$ cat src/rtl/core_pcgen_pkg.sv
// Shared types and constants for the fetch PC generator and its branch target buffer.
// The BTB itself is only built when CORE_PCGEN_BTB_EN is defined.
package core_pcgen_pkg;

  localparam logic [1:0] STRONG_NT = 2'b00;
  localparam logic [1:0] WEAK_NT   = 2'b01;
  localparam logic [1:0] WEAK_T    = 2'b10;
  localparam logic [1:0] STRONG_T  = 2'b11;

  localparam logic [31:0] DEFAULT_RESET_ADDR = 32'h0000_0000;

  // Tag/target fields are sized for the widest supported PC; narrower PCs zero-extend into them.
  localparam int BTB_FIELD_W = 64;

  typedef struct packed {
    logic                   valid;
    logic [BTB_FIELD_W-1:0] tag;
    logic [BTB_FIELD_W-1:0] target;
    logic [1:0]             ctr;
  } btb_entry_t;

  function automatic logic [1:0] ctrUpdate(input logic [1:0] ctr, input logic taken);
    if (taken) begin
      return (ctr == STRONG_T) ? STRONG_T : ctr + 2'd1;
    end
    return (ctr == STRONG_NT) ? STRONG_NT : ctr - 2'd1;
  endfunction

endpackage

$ cat src/rtl/core_btb.sv
// Direct-mapped branch target buffer with 2-bit saturating counters.
// Combinational lookup on the fetch PC, clocked update from resolved branches.
module core_btb
  import core_pcgen_pkg::*;
#(
  parameter int PC_WIDTH   = 32,
  parameter int INST_BYTES = 4,
  parameter int BTB_DEPTH  = 8
) (
  input  logic                clk_i,
  input  logic                rst_i,
  input  logic [PC_WIDTH-1:0] lookup_pc_i,
  output logic                pred_taken_o,
  output logic [PC_WIDTH-1:0] pred_target_o,
  input  logic                upd_valid_i,
  input  logic [PC_WIDTH-1:0] upd_pc_i,
  input  logic [PC_WIDTH-1:0] upd_target_i,
  input  logic                upd_taken_i
);

  localparam int OFF     = $clog2(INST_BYTES);
  localparam int IDX_W   = $clog2(BTB_DEPTH);
  localparam int TAG_LSB = OFF + IDX_W;
  localparam int TAG_W   = PC_WIDTH - TAG_LSB;

  btb_entry_t btb_q [BTB_DEPTH];

  logic [IDX_W-1:0] lkIdx;
  logic [IDX_W-1:0] upIdx;
  logic [TAG_W-1:0] lkTag;
  logic [TAG_W-1:0] upTag;
  btb_entry_t       lkEntry;
  btb_entry_t       upEntry;
  btb_entry_t       wrEntry;
  logic             wrEn;
  logic             unusedBits;

  assign lkIdx = lookup_pc_i[OFF +: IDX_W];
  assign lkTag = lookup_pc_i[PC_WIDTH-1:TAG_LSB];
  assign upIdx = upd_pc_i[OFF +: IDX_W];
  assign upTag = upd_pc_i[PC_WIDTH-1:TAG_LSB];

  // Lookup reads the registered array, so a same-cycle update is seen only on the next cycle.
  assign lkEntry       = btb_q[lkIdx];
  assign pred_taken_o  = lkEntry.valid && (lkEntry.tag == BTB_FIELD_W'(lkTag)) && lkEntry.ctr[1];
  assign pred_target_o = lkEntry.target[PC_WIDTH-1:0];

  assign unusedBits = ^{lookup_pc_i[OFF-1:0], upd_pc_i[OFF-1:0], lkEntry};

  always_comb begin
    upEntry = btb_q[upIdx];
    wrEntry = upEntry;
    wrEn    = 1'b0;
    if (upd_valid_i) begin
      if (upEntry.valid && (upEntry.tag == BTB_FIELD_W'(upTag))) begin
        wrEn        = 1'b1;
        wrEntry.ctr = ctrUpdate(upEntry.ctr, upd_taken_i);
        if (upd_taken_i) begin
          wrEntry.target = BTB_FIELD_W'(upd_target_i);
        end
      end else if (upd_taken_i) begin
        // A taken miss evicts whatever aliases into this slot.
        wrEn           = 1'b1;
        wrEntry.valid  = 1'b1;
        wrEntry.tag    = BTB_FIELD_W'(upTag);
        wrEntry.target = BTB_FIELD_W'(upd_target_i);
        wrEntry.ctr    = WEAK_T;
      end
    end
  end

  always_ff @(posedge clk_i or posedge rst_i) begin
    if (rst_i) begin
      for (int i = 0; i < BTB_DEPTH; i++) begin
        btb_q[i] <= '0;
      end
    end else if (wrEn) begin
      btb_q[upIdx] <= wrEntry;
    end
  end

endmodule

$ cat src/rtl/core_pcgen_bp.sv
// Fetch PC generator: valid/ready handshake, soft-reset/trap/jump redirect priority,
// and an optional BTB predictor enabled by defining CORE_PCGEN_BTB_EN.
module core_pcgen_bp
  import core_pcgen_pkg::*;
#(
  parameter int          PC_WIDTH   = 32,
  parameter logic [31:0] RESET_ADDR = DEFAULT_RESET_ADDR,
  parameter int          INST_BYTES = 4,
  parameter int          BTB_DEPTH  = 8
) (
  input  logic                clk_i,
  input  logic                rst_i,
  input  logic                reset_flag_i,
  input  logic                trap_flag_i,
  input  logic [PC_WIDTH-1:0] trap_addr_i,
  input  logic                jump_flag_i,
  input  logic [PC_WIDTH-1:0] jump_addr_i,
  input  logic                hold_flag_i,
  output logic [PC_WIDTH-1:0] pc_o,
  output logic                pc_valid_o,
  input  logic                pc_ready_i,
  output logic                pred_taken_o,
  input  logic                upd_valid_i,
  input  logic [PC_WIDTH-1:0] upd_pc_i,
  input  logic [PC_WIDTH-1:0] upd_target_i,
  input  logic                upd_taken_i
);

  localparam logic [PC_WIDTH-1:0] RST_PC = PC_WIDTH'(RESET_ADDR);

  logic [PC_WIDTH-1:0] pc_q;
  logic [PC_WIDTH-1:0] pc_d;
  logic                pcValid_q;
  logic [PC_WIDTH-1:0] seqPc;
  logic [PC_WIDTH-1:0] predPc;

  assign seqPc = pc_q + PC_WIDTH'(INST_BYTES);

`ifdef CORE_PCGEN_BTB_EN
  logic                btbTaken;
  logic [PC_WIDTH-1:0] btbTarget;

  core_btb #(
    .PC_WIDTH   (PC_WIDTH),
    .INST_BYTES (INST_BYTES),
    .BTB_DEPTH  (BTB_DEPTH)
  ) u_btb (
    .clk_i         (clk_i),
    .rst_i         (rst_i),
    .lookup_pc_i   (pc_q),
    .pred_taken_o  (btbTaken),
    .pred_target_o (btbTarget),
    .upd_valid_i   (upd_valid_i),
    .upd_pc_i      (upd_pc_i),
    .upd_target_i  (upd_target_i),
    .upd_taken_i   (upd_taken_i)
  );

  assign pred_taken_o = btbTaken;
  assign predPc       = btbTaken ? btbTarget : seqPc;
`else
  logic unusedUpd;

  assign unusedUpd    = ^{upd_valid_i, upd_pc_i, upd_target_i, upd_taken_i};
  assign pred_taken_o = 1'b0;
  assign predPc       = seqPc;
`endif

  // Redirects win over stalls and the handshake; the first cycle after reset only raises valid.
  always_comb begin
    pc_d = pc_q;
    if (pcValid_q) begin
      if (reset_flag_i) begin
        pc_d = RST_PC;
      end else if (trap_flag_i) begin
        pc_d = trap_addr_i;
      end else if (jump_flag_i) begin
        pc_d = jump_addr_i;
      end else if (hold_flag_i) begin
        pc_d = pc_q;
      end else if (pc_ready_i) begin
        pc_d = predPc;
      end
    end
  end

  always_ff @(posedge clk_i or posedge rst_i) begin
    if (rst_i) begin
      pc_q      <= RST_PC;
      pcValid_q <= 1'b0;
    end else begin
      pc_q      <= pc_d;
      pcValid_q <= 1'b1;
    end
  end

  assign pc_o       = pc_q;
  assign pc_valid_o = pcValid_q;

endmodule

$ cat config.mk
export PLATFORM = sky130hd
export DESIGN_NAME = core_pcgen_bp
export DESIGN_NICKNAME = d
export VERILOG_FILES = /design/src/rtl/core_pcgen_pkg.sv /design/src/rtl/core_btb.sv /design/src/rtl/core_pcgen_bp.sv
export SDC_FILE = /design/constraint.sdc
export NUM_CORES = 1
export LEC_CHECK = 0
export BUFFER_PORTS_ARGS = -buffer_cell sky130_fd_sc_hd__buf_2
export CELL_PAD_IN_SITES_DETAIL_PLACEMENT = 1
export CELL_PAD_IN_SITES_GLOBAL_PLACEMENT = 1
export CORE_MARGIN = 2
export CORE_UTILIZATION = 30
export DETAILED_ROUTE_END_ITERATION = 10
export HOLD_SLACK_MARGIN = 0.12
export PLACE_DENSITY_LB_ADDON = 0.1
export SLEW_MARGIN = 20
export SYNTH_ARGS = -nofsm -noshare
export SYNTH_HDL_FRONTEND = slang
export SYNTH_SLANG_ARGS = --single-unit
$ cat constraint.sdc
create_clock -name clk_i -period 4.27 [get_ports clk_i]
set_input_delay 0.427 -clock clk_i [delete_from_list [all_inputs] [get_ports clk_i]]
set_output_delay 0.427 -clock clk_i [all_outputs]
set_load 0.01 [all_outputs]
==> results of run 1 <==
## metal layers
metal,track usage,wire length [µm],up-vias
li1,-,-,1436
met1,0.305,4790,1501
met2,0.382,5020,81
met3,0.0309,442,11
met4,0.0412,114,0
met5,0,0,-
## logic make-up (layout without fill, tap and decap cells)
logic type,count (synthesis),count (layout)
xor+xnor,5,5
fa+ha+maj,1,1
compound gates,124,124
other cells,2,2
flops,33,33
mux,8,8
simple gates,111,111
buf+inv,38,128
## cell type report
cell class	instances	area share
sequential	33	0.251
clock buffer	7	0.0262
timing repair buffer	107	0.166
inverter	13	0.0148
tap	105	0.0399
clock inverter	1	0.00913
multi-input combinational	251	0.493
## cells in the final DEF, fill, tap and decap left out, types with 3 or more instances in the layout
master	Yosys	layout
mux2i_1	7	7
nor2_1	27	27
a221o_1	3	3
o22ai_1	10	10
a31oi_1	4	4
o21a_1	3	3
inv_1	12	11
nand2_1	12	12
a22o_1	7	7
nand4_1	7	7
nand2b_1	5	5
o21ai_0	17	17
o31ai_1	7	7
o211ai_1	4	4
nor2b_1	5	5
a22oi_1	14	14
nand3_1	12	12
nor4_1	5	5
clkbuf_8	0	6
dfrtp_1	33	33
buf_4	2	4
o221ai_1	7	7
o31a_1	4	4
nor3_1	16	16
xnor2_1	4	4
a21oi_1	27	27
and4_1	6	6
buf_2	7	103
and3_1	3	3
## worst max-delay path by stage
stage,from,endpoint
after floorplan,pc_o[2]$_DFFE_PP0P_,pc_o[26]$_DFFE_PP0P_
after global placement,jump_flag_i,pc_o[30]$_DFFE_PP0P_
after detailed placement,jump_flag_i,pc_o[30]$_DFFE_PP0P_
after CTS,jump_flag_i,pc_o[30]$_DFFE_PP0P_
after global routing,jump_flag_i,pc_o[30]$_DFFE_PP0P_
final,jump_flag_i,pc_o[30]$_DFFE_PP0P_
## power by group through the flow
stage / Sequential (W) / Clock [W] / Combinational, W
after global placement: 0.000414 / 0 / 0.000256
after CTS: 0.000410 / 0.000330 / 0.000263
final: 0.000411 / 0.000327 / 0.000260
after detailed placement: 0.000415 / 0 / 0.000263
after floorplan: 0.000418 / 0 / 0.000132
after global routing: 0.000421 / 0.000346 / 0.000288
## state kept, by name, indices dropped and copies added (netlist names)
signal and cells:
pc_o 32, pc_valid_o 1
## stage by stage
stage / hold slack [ps] / cells / worst slack [ps]
after floorplan: 556 / 322 / 2360
after global placement: 533 / 509 / 1540
after detailed placement: 552 / 509 / 1510
after CTS: 263 / 517 / 1800
after global routing: 270 / 517 / 1660
final: 242 / 517 / 1810
## worst reg2reg max path, stage by stage, from the launching register on
cell and delay (ps):
dfrtp_1 450, ha_1 250, and3_1 370, nand4_1 390, o31a_1 400, nor3_1 180
o21ai_0 120
==> results.yml, run 1 <==
run_status:
  status: "completed"
critical_path:
  crit_arrival_ps: 2640
  path_buf_inv: 2
  cp-start-kind: "input port"
  cp-end-kind: "register"
  cp_slowest_stage_delay_ps: 780
  rrSetupSlack_ps: 1980
  critPathSlowestCell: "clkinv_1"
  worst-path-stages: 5
  crit_family: "buffers and inverters"
  worstPathMaxFanout: 29
  r2r_start: "pc_o[2]$_DFFE_PP0P_"
  rr_endpoint: "pc_o[22]$_DFFE_PP0P_"
  cp.required_ps: 4450
  worstPathCellList: "buf_2 > clkinv_1 > o311ai_0 > a31oi_1 > o32a_1"
  rr_worst_depth: 6
  crit_type: "input port to register"
sta:
  hold_viol: 0
  max_freq_mhz: 407
  post-route-period-util: 0.575
  setup-tns-final_ps: 0
  grt_setup_unrepaired: "false"
  worst_pin_slew_ps: 1020
  min_period_ps: 2460
  slew_headroom: 0.317
  fin_skew_ps: 10.9
  finalSetupViolations: 0
  slew_violations: 0
detailed_routing:
  drt_iter0_drc: 80
  wl_per_cell_um: 20.1
  vias: 3029
  ant_nets: 0
  vias_per_cell: 5.86
  drc: 0
  first_pass_iters: 4
  drt-total-wl_um: 10400
yosys:
  yosys_most_used_dff: "dfrtp_1"
  synth-async-reset-ratio: 1.00
  synth_edf_count: 0
  ys_seq_area_frac: 0.318
  synth_fp_nets: 460
  synth_compound_area_frac: 0.328
  synth_fa_ha_area_frac: 0.00481
  synth_seq_cells: 33
  syn-mean-instance-area_um2: 8.07
  synth_top_area_frac: 0.318
  synth_xor_area_frac: 0.0168
  syn_inst: 322
  synthSimpleGateAreaFrac: 0.237
  synth_area_um2: 2600
  yosys-top-cells-count: "dfrtp_1, a21oi_1, nor2_1, o21ai_0, nor3_1"
  yosysMostFrequentCell: "dfrtp_1"
  synth-warning-count: 0
  synth_area_leaders: "dfrtp_1, a21oi_1, a22oi_1"
  synth_top_family_by_area: "compound AO/OA/AOI/OAI gates"
  synth_top_area_cell: "dfrtp_1"
  synthMuxAreaShare: 0.0313
  synth.distinct_cells: 58
global_routing:
  grt_pass1_wl_um: 17100
  antenna_found_initial: 0
  grt_pass1_vias: 3198
  grt.total_usage: 0.224
  grt_max_degree: 34
  grt_overflow: 0
cts:
  worstSkewPairLatency_ps: 290
  clock_sink_count: 33
  hold_buffers: 0
  ctsResizeCount: 0
  clockBufferDepth: 2
  cts_tree: "done"
  cts_buffers: 5
  cts.clk_slew.worst_paths_ps: 80
  clock-root-buffer: "clkbuf_8"
  htree_levels: 2
  post_cts_buffers: 0
power:
  p_comb_frac: 0.260
  power_density_nw_per_um2: 303
  p_sw_frac: 0.345
  vdd_drop_max_v: 0.000113
  p_sw_w: 0.000344
  sequentialPowerShare: 0.412
  p_leak_nw: 1.45
  p_int_w: 0.000653
  total_power_w: 0.000997
  clock_power_share: 0.327
hold_path:
  hold_path_class: "input port to asynchronous set/reset pin"
cells_and_area:
  seqCellArea_um2: 826
  multi_input_area_um2: 1620
  finalInstanceArea_um2: 3290
  area_growth_pct: 26.6
  nNetsFinal: 549
  fill_cells: 1042
  diodes: 0
  drive_above_1_share: 0.301
  finalCoreUtilization: 0.397
flow_run:
  cap_viol_max_count: 0
floorplanning:
  ios: 171
  dieArea_um2: 9430
  start_util: 0.313
  core_region_area_um2: 8300
  die_y_um: 97.1
  die_x_um: 97.1
  rows: 33
placement:
  gp_congestion: 0.817
  postPlaceCellArea_um2: 3170
  place_hpwl_um: 7230
  portBuffers: 103
Power figures use the tool's default switching activity.
==> run 2, diff against run 1 <==
--- a/config.mk
+++ b/config.mk
@@ -9,7 +9,7 @@
 export CELL_PAD_IN_SITES_DETAIL_PLACEMENT = 1
 export CELL_PAD_IN_SITES_GLOBAL_PLACEMENT = 1
 export CORE_MARGIN = 2
-export CORE_UTILIZATION = 30
+export CORE_UTILIZATION = 29
 export DETAILED_ROUTE_END_ITERATION = 10
 export HOLD_SLACK_MARGIN = 0.12
 export PLACE_DENSITY_LB_ADDON = 0.1
==> constraint.sdc (replaced) <==
create_clock -name clk_i -period 2.3 [get_ports clk_i]
set_input_delay 0.23 -clock clk_i [delete_from_list [all_inputs] [get_ports clk_i]]
set_output_delay 0.23 -clock clk_i [all_outputs]
set_load 0.01 [all_outputs]
==> run 2 against run 1 <==
Against the previous run:
- first-iteration DRC count increased by 33%
- combinational power increased by 98%
- clock-buffer cell count increased by 1
- sequential cell count unchanged
- sequential share of layout area decreased by 0.95 points
- clock power increased by 37%
- setup slack got worse by 1600 ps
- critical endpoint is now pc_o[26]$_DFFE_PP0P_
==> results.yml, run 2 (synthesized netlist as in run 1, its figures left out) <==
run_status:
  status: "completed"
sta:
  hold_viol: 0
  grt_setup_unrepaired: "false"
  setup_ws_ps: 205
  post-route-period-util: 0.911
  setup-tns-final_ps: 0
  min_period_ps: 2100
  max_freq_mhz: 477
  worst_pin_slew_ps: 551
  fin_skew_ps: 9.45
  slew_headroom: 0.633
  finalSetupViolations: 0
  slew_violations: 0
global_routing:
  grt_pass1_wl_um: 17100
  antenna_found_initial: 0
  grt_overflow: 0
  grt.total_usage: 0.220
  grt_pass1_vias: 3212
  grt_max_degree: 34
detailed_routing:
  vias_per_cell: 5.68
  drt_iter0_drc: 106
  first_pass_iters: 4
  ant_nets: 0
  drc: 0
  vias: 3056
  wl_per_cell_um: 19.7
  drt-total-wl_um: 10600
cts:
  post_cts_buffers: 0
  clockBufferDepth: 2
  cts_buffers: 5
  worstSkewPairLatency_ps: 290
  ctsResizeCount: 0
  clock_sink_count: 33
  cts_tree: "done"
  cts.clk_slew.worst_paths_ps: 80
  htree_levels: 2
  clock-root-buffer: "clkbuf_8"
critical_path:
  r2r_start: "pc_o[2]$_DFFE_PP0P_"
  path_buf_inv: 0
  crit_family: "simple AND/OR/NAND/NOR gates"
  cp_slowest_stage_delay_ps: 570
  worstPathCellList: "ha_1 > and3_1 > nand2_4 > or4_4 > nor3_2 > o32a_1"
  cp.required_ps: 2530
  cp-start-kind: "register"
  cp-end-kind: "register"
  startpoint: "pc_o[2]$_DFFE_PP0P_"
  crit_type: "register to register"
  crit_arrival_ps: 2330
  critPathSlowestCell: "or4_4"
  worstPathMaxFanout: 7
floorplanning:
  rows: 34
  start_util: 0.298
  die_x_um: 98.7
  ios: 171
  die_y_um: 98.7
  dieArea_um2: 9740
  core_region_area_um2: 8720
placement:
  place_hpwl_um: 7960
  portBuffers: 103
  post-place-ws_ps: 219
  dp.cells: 529
  gp_congestion: 0.802
cells_and_area:
  mostFrequentLayoutCells: "buf_2, dfrtp_1, nor2_1, a21oi_1, buf_4"
  drive_above_1_share: 0.323
  largest_register_ffs: 32
  area_growth_pct: 31.6
  diodes: 0
  nNetsFinal: 567
  finalCoreUtilization: 0.392
  layout_commonest_cell: "buf_2"
  fin_cells: 538
power:
  power_density_nw_per_um2: 503
  p_leak_nw: 1.53
  vdd_drop_max_v: 0.000191
flow_run:
  cap_viol_max_count: 0
hold_path:
  hold_path_class: "input port to register"
  hold_start: "trap_addr_i[7]"
[run 2: cell type report]
type | count | area, µm²
clock buffers | 8 | 80.1
fillers | 1101 | 5300
inverters | 13 | 48.8
multi-input cells | 251 | 1620
flip-flops and latches | 33 | 826
well taps | 108 | 135
repair buffers | 125 | 708
[run 2: worst min-delay path, cell delays in order]
cell,delay (ps)
buf_2,70
a22oi_1,50
o21ai_0,70
[run 2: through the flow]
step           hold WS, ps  area, µm²  total power (W)
2_1_floorplan          359       2600          0.00102
3_3_place_gp           378       3330          0.00127
3_5_place_dp           382       3330          0.00129
4_1_cts                171       3420          0.00174
5_1_grt                189       3420          0.00182
6_report               174       3420          0.00172
[run 2: routing by layer]
layer	up-vias	wire length, µm	track usage
li1	1468	-	-
met1	1495	4840	0.302
met2	88	5080	0.366
met3	5	617	0.0383
met4	0	68	0.0432
met5	-	0	0
[run 2: worst paths after layout]
path	end	slack (ps)	cells past startpoint
max reg2reg	pc_o[26]$_DFFE_PP0P_	200	6
max	pc_o[26]$_DFFE_PP0P_	200	6
min	pc_o[7]$_DFFE_PP0P_	170	3
min reg2reg	pc_o[1]$_DFFE_PP0P_	570	2
min in group asynchronous	pc_o[2]$_DFFE_PP0P_	600	4
max in group asynchronous	pc_o[11]$_DFFE_PP0P_	1340	4
[run 2: report_power, final]
part | switching [W] | leakage (nW) | internal (W)
combinational | 0.000281 | 1.07 | 0.000234
sequential | 0.000111 | 0.423 | 0.000649
clock | 0.000231 | 0.0395 | 0.000216
total | 0.000622 | 1.53 | 0.00110
[run 2: repair_timing]
action,4_1_cts,5_1_grt
hold buffers,1,0
endpoints found under the setup margin,0,0
hold endpoints to repair,33,0
==> run 3, diff against run 2 <==
--- a/config.mk
+++ b/config.mk
@@ -5,11 +5,9 @@
 export SDC_FILE = /design/constraint.sdc
 export NUM_CORES = 1
 export LEC_CHECK = 0
-export BUFFER_PORTS_ARGS = -buffer_cell sky130_fd_sc_hd__buf_2
-export CELL_PAD_IN_SITES_DETAIL_PLACEMENT = 1
-export CELL_PAD_IN_SITES_GLOBAL_PLACEMENT = 1
+export BUFFER_PORTS_ARGS = -buffer_cell sky130_fd_sc_hd__buf_4
 export CORE_MARGIN = 2
-export CORE_UTILIZATION = 29
+export CORE_UTILIZATION = 30
 export DETAILED_ROUTE_END_ITERATION = 10
 export HOLD_SLACK_MARGIN = 0.12
 export PLACE_DENSITY_LB_ADDON = 0.1
==> run 3 against run 2 <==
Against the previous run:
- via count shrank 1.6%
- largest power group unchanged
- final area increased by 6.4%
- critical path type unchanged
- global-route usage shrank 1.5 points
- register-to-register slack worse by 30 ps
- sequential cell count unchanged
- routed wire length shrank 8.7%
- sequential share of layout area fell by 1.4 points
- non-clock buffer count decreased by 4
- clock-buffer cell count decreased by 1
- die area decreased by 3.2%
- clock power up 4%
==> results.yml, run 3 (synthesized netlist as in run 1, its figures left out) <==
critical_path:
  rrSetupSlack_ps: 170
  crit_type: "register to register"
  critPathSlowestCell: "dfrtp_1"
  startpoint: "pc_o[3]$_DFFE_PP0P_"
  rr_worst_depth: 6
  endpoint: "pc_o[22]$_DFFE_PP0P_"
  cp-start-kind: "register"
  r2r_start: "pc_o[3]$_DFFE_PP0P_"
  cp_slowest_stage_delay_ps: 430
  cp.required_ps: 2470
  worstPathCellList: "ha_1 > and3_1 > nand4_1 > o31a_1 > nor3_1 > o21ai_0"
  cp-end-kind: "register"
  worstPathMaxFanout: 9
  crit_arrival_ps: 2300
  rr_endpoint: "pc_o[22]$_DFFE_PP0P_"
detailed_routing:
  ant_nets: 0
  drc: 0
  drt-total-wl_um: 9680
  vias_per_cell: 5.67
  vias: 3007
  first_pass_iters: 4
  wl_per_cell_um: 18.3
  drt_iter0_drc: 165
global_routing:
  grt_pass1_wl_um: 15600
  grt.total_usage: 0.205
  grt_overflow: 0
  antenna_found_initial: 0
  grt_max_degree: 34
  grt_pass1_vias: 2994
power:
  power_density_nw_per_um2: 493
  vdd_drop_max_v: 0.000199
  p_leak_nw: 1.59
  total_power_w: 0.00180
placement:
  portBuffers: 103
  place_hpwl_um: 7140
  gp_congestion: 0.779
  dp.cells: 522
sta:
  hold_viol: 0
  finalSetupViolations: 0
  worst_pin_slew_ps: 603
  slew_headroom: 0.598
  min_period_ps: 2130
  max_freq_mhz: 470
  post-route-period-util: 0.924
  grt_setup_unrepaired: "false"
  fin_skew_ps: 5.58
  slew_violations: 0
  setup-tns-final_ps: 0
cts:
  post_cts_buffers: 0
  clock-root-buffer: "clkbuf_8"
  cts.clk_slew.worst_paths_ps: 70
  clock_sink_count: 33
  cts_buffers: 5
  cts_tree: "done"
  worstSkewPairLatency_ps: 290
  htree_levels: 2
  clockBufferDepth: 2
run_status:
  status: "completed"
cells_and_area:
  mostFrequentLayoutCells: "buf_4, dfrtp_1, nor2_1, a21oi_1, o21ai_0"
  finalCoreUtilization: 0.438
  diodes: 0
  largest_register_ffs: 32
  area_growth_pct: 39.9
  fin_cells: 530
  layout_commonest_cell: "buf_4"
  nNetsFinal: 563
  drive_above_1_share: 0.320
floorplanning:
  rows: 33
  dieArea_um2: 9430
  core_region_area_um2: 8300
  start_util: 0.313
  die_x_um: 97.1
  ios: 171
  die_y_um: 97.1
hold_path:
  hold_start: "trap_addr_i[7]"
  hold_path_class: "input port to register"
flow_run:
  cap_viol_max_count: 0
==> run 3: cell type report <==
type,count,area [µm²]
clock buffer,7,86.3
fill,863,4660
inverter,13,48.8
multi-input combinational,251,1620
sequential,33,826
tap,105,131
timing repair buffer,121,923
==> run 3: critical path: cells and delay by family (launching register included) <==
kind	cells	cell delay [ps]
adders and majority gates	1	250
AOI/OAI and AO/OA	2	520
DFF	1	430
and+or+nand+nor	3	810
==> run 3: report_power, final <==
| part | internal [W] | total [W] | switching (W) |
|---|---|---|---|
| sequential | 0.000649 | 0.000757 | 0.000108 |
| clock | 0.000238 | 0.000463 | 0.000225 |
| combinational | 0.000300 | 0.000575 | 0.000276 |
==> run 3: through the flow <==
stage          worst slack, ps  cell area (µm²)  hold slack (ps)
4_1_cts                    185             3640              165
3_3_place_gp               216             3540              379
5_1_grt                   52.6             3640              176
6_report                   174             3640              166
3_5_place_dp               190             3540              379
2_1_floorplan              389             2600              359
==> run 3: what timing repair did <==
| item | 4_1_cts | 5_1_grt |
|---|---|---|
| hold buffers | 1 | 0 |
| endpoints found under the setup margin | 0 | 0 |
| hold endpoints to repair | 33 | 0 |
| gates resized for setup | 0 | 0 |
==> run 3: how the worst min path moves through the flow <==
stage	depth (start not counted)	endpoint	slack, ps
after detailed placement	3	pc_o[1]$_DFFE_PP0P_	380
after floorplan	1	pc_o[0]$_DFFE_PP0P_	360
after global routing	3	pc_o[7]$_DFFE_PP0P_	180
after global placement	3	pc_o[1]$_DFFE_PP0P_	380
final	3	pc_o[7]$_DFFE_PP0P_	170
after CTS	3	pc_o[7]$_DFFE_PP0P_	160
==> run 3: metal layers <==
layer  track usage  share of wire  vias up
li1              -              -     1459
met1         0.286           0.45     1449
met2         0.337           0.48       94
met3        0.0331          0.062        5
met4        0.0412         0.0059        0
met5             0              0        -
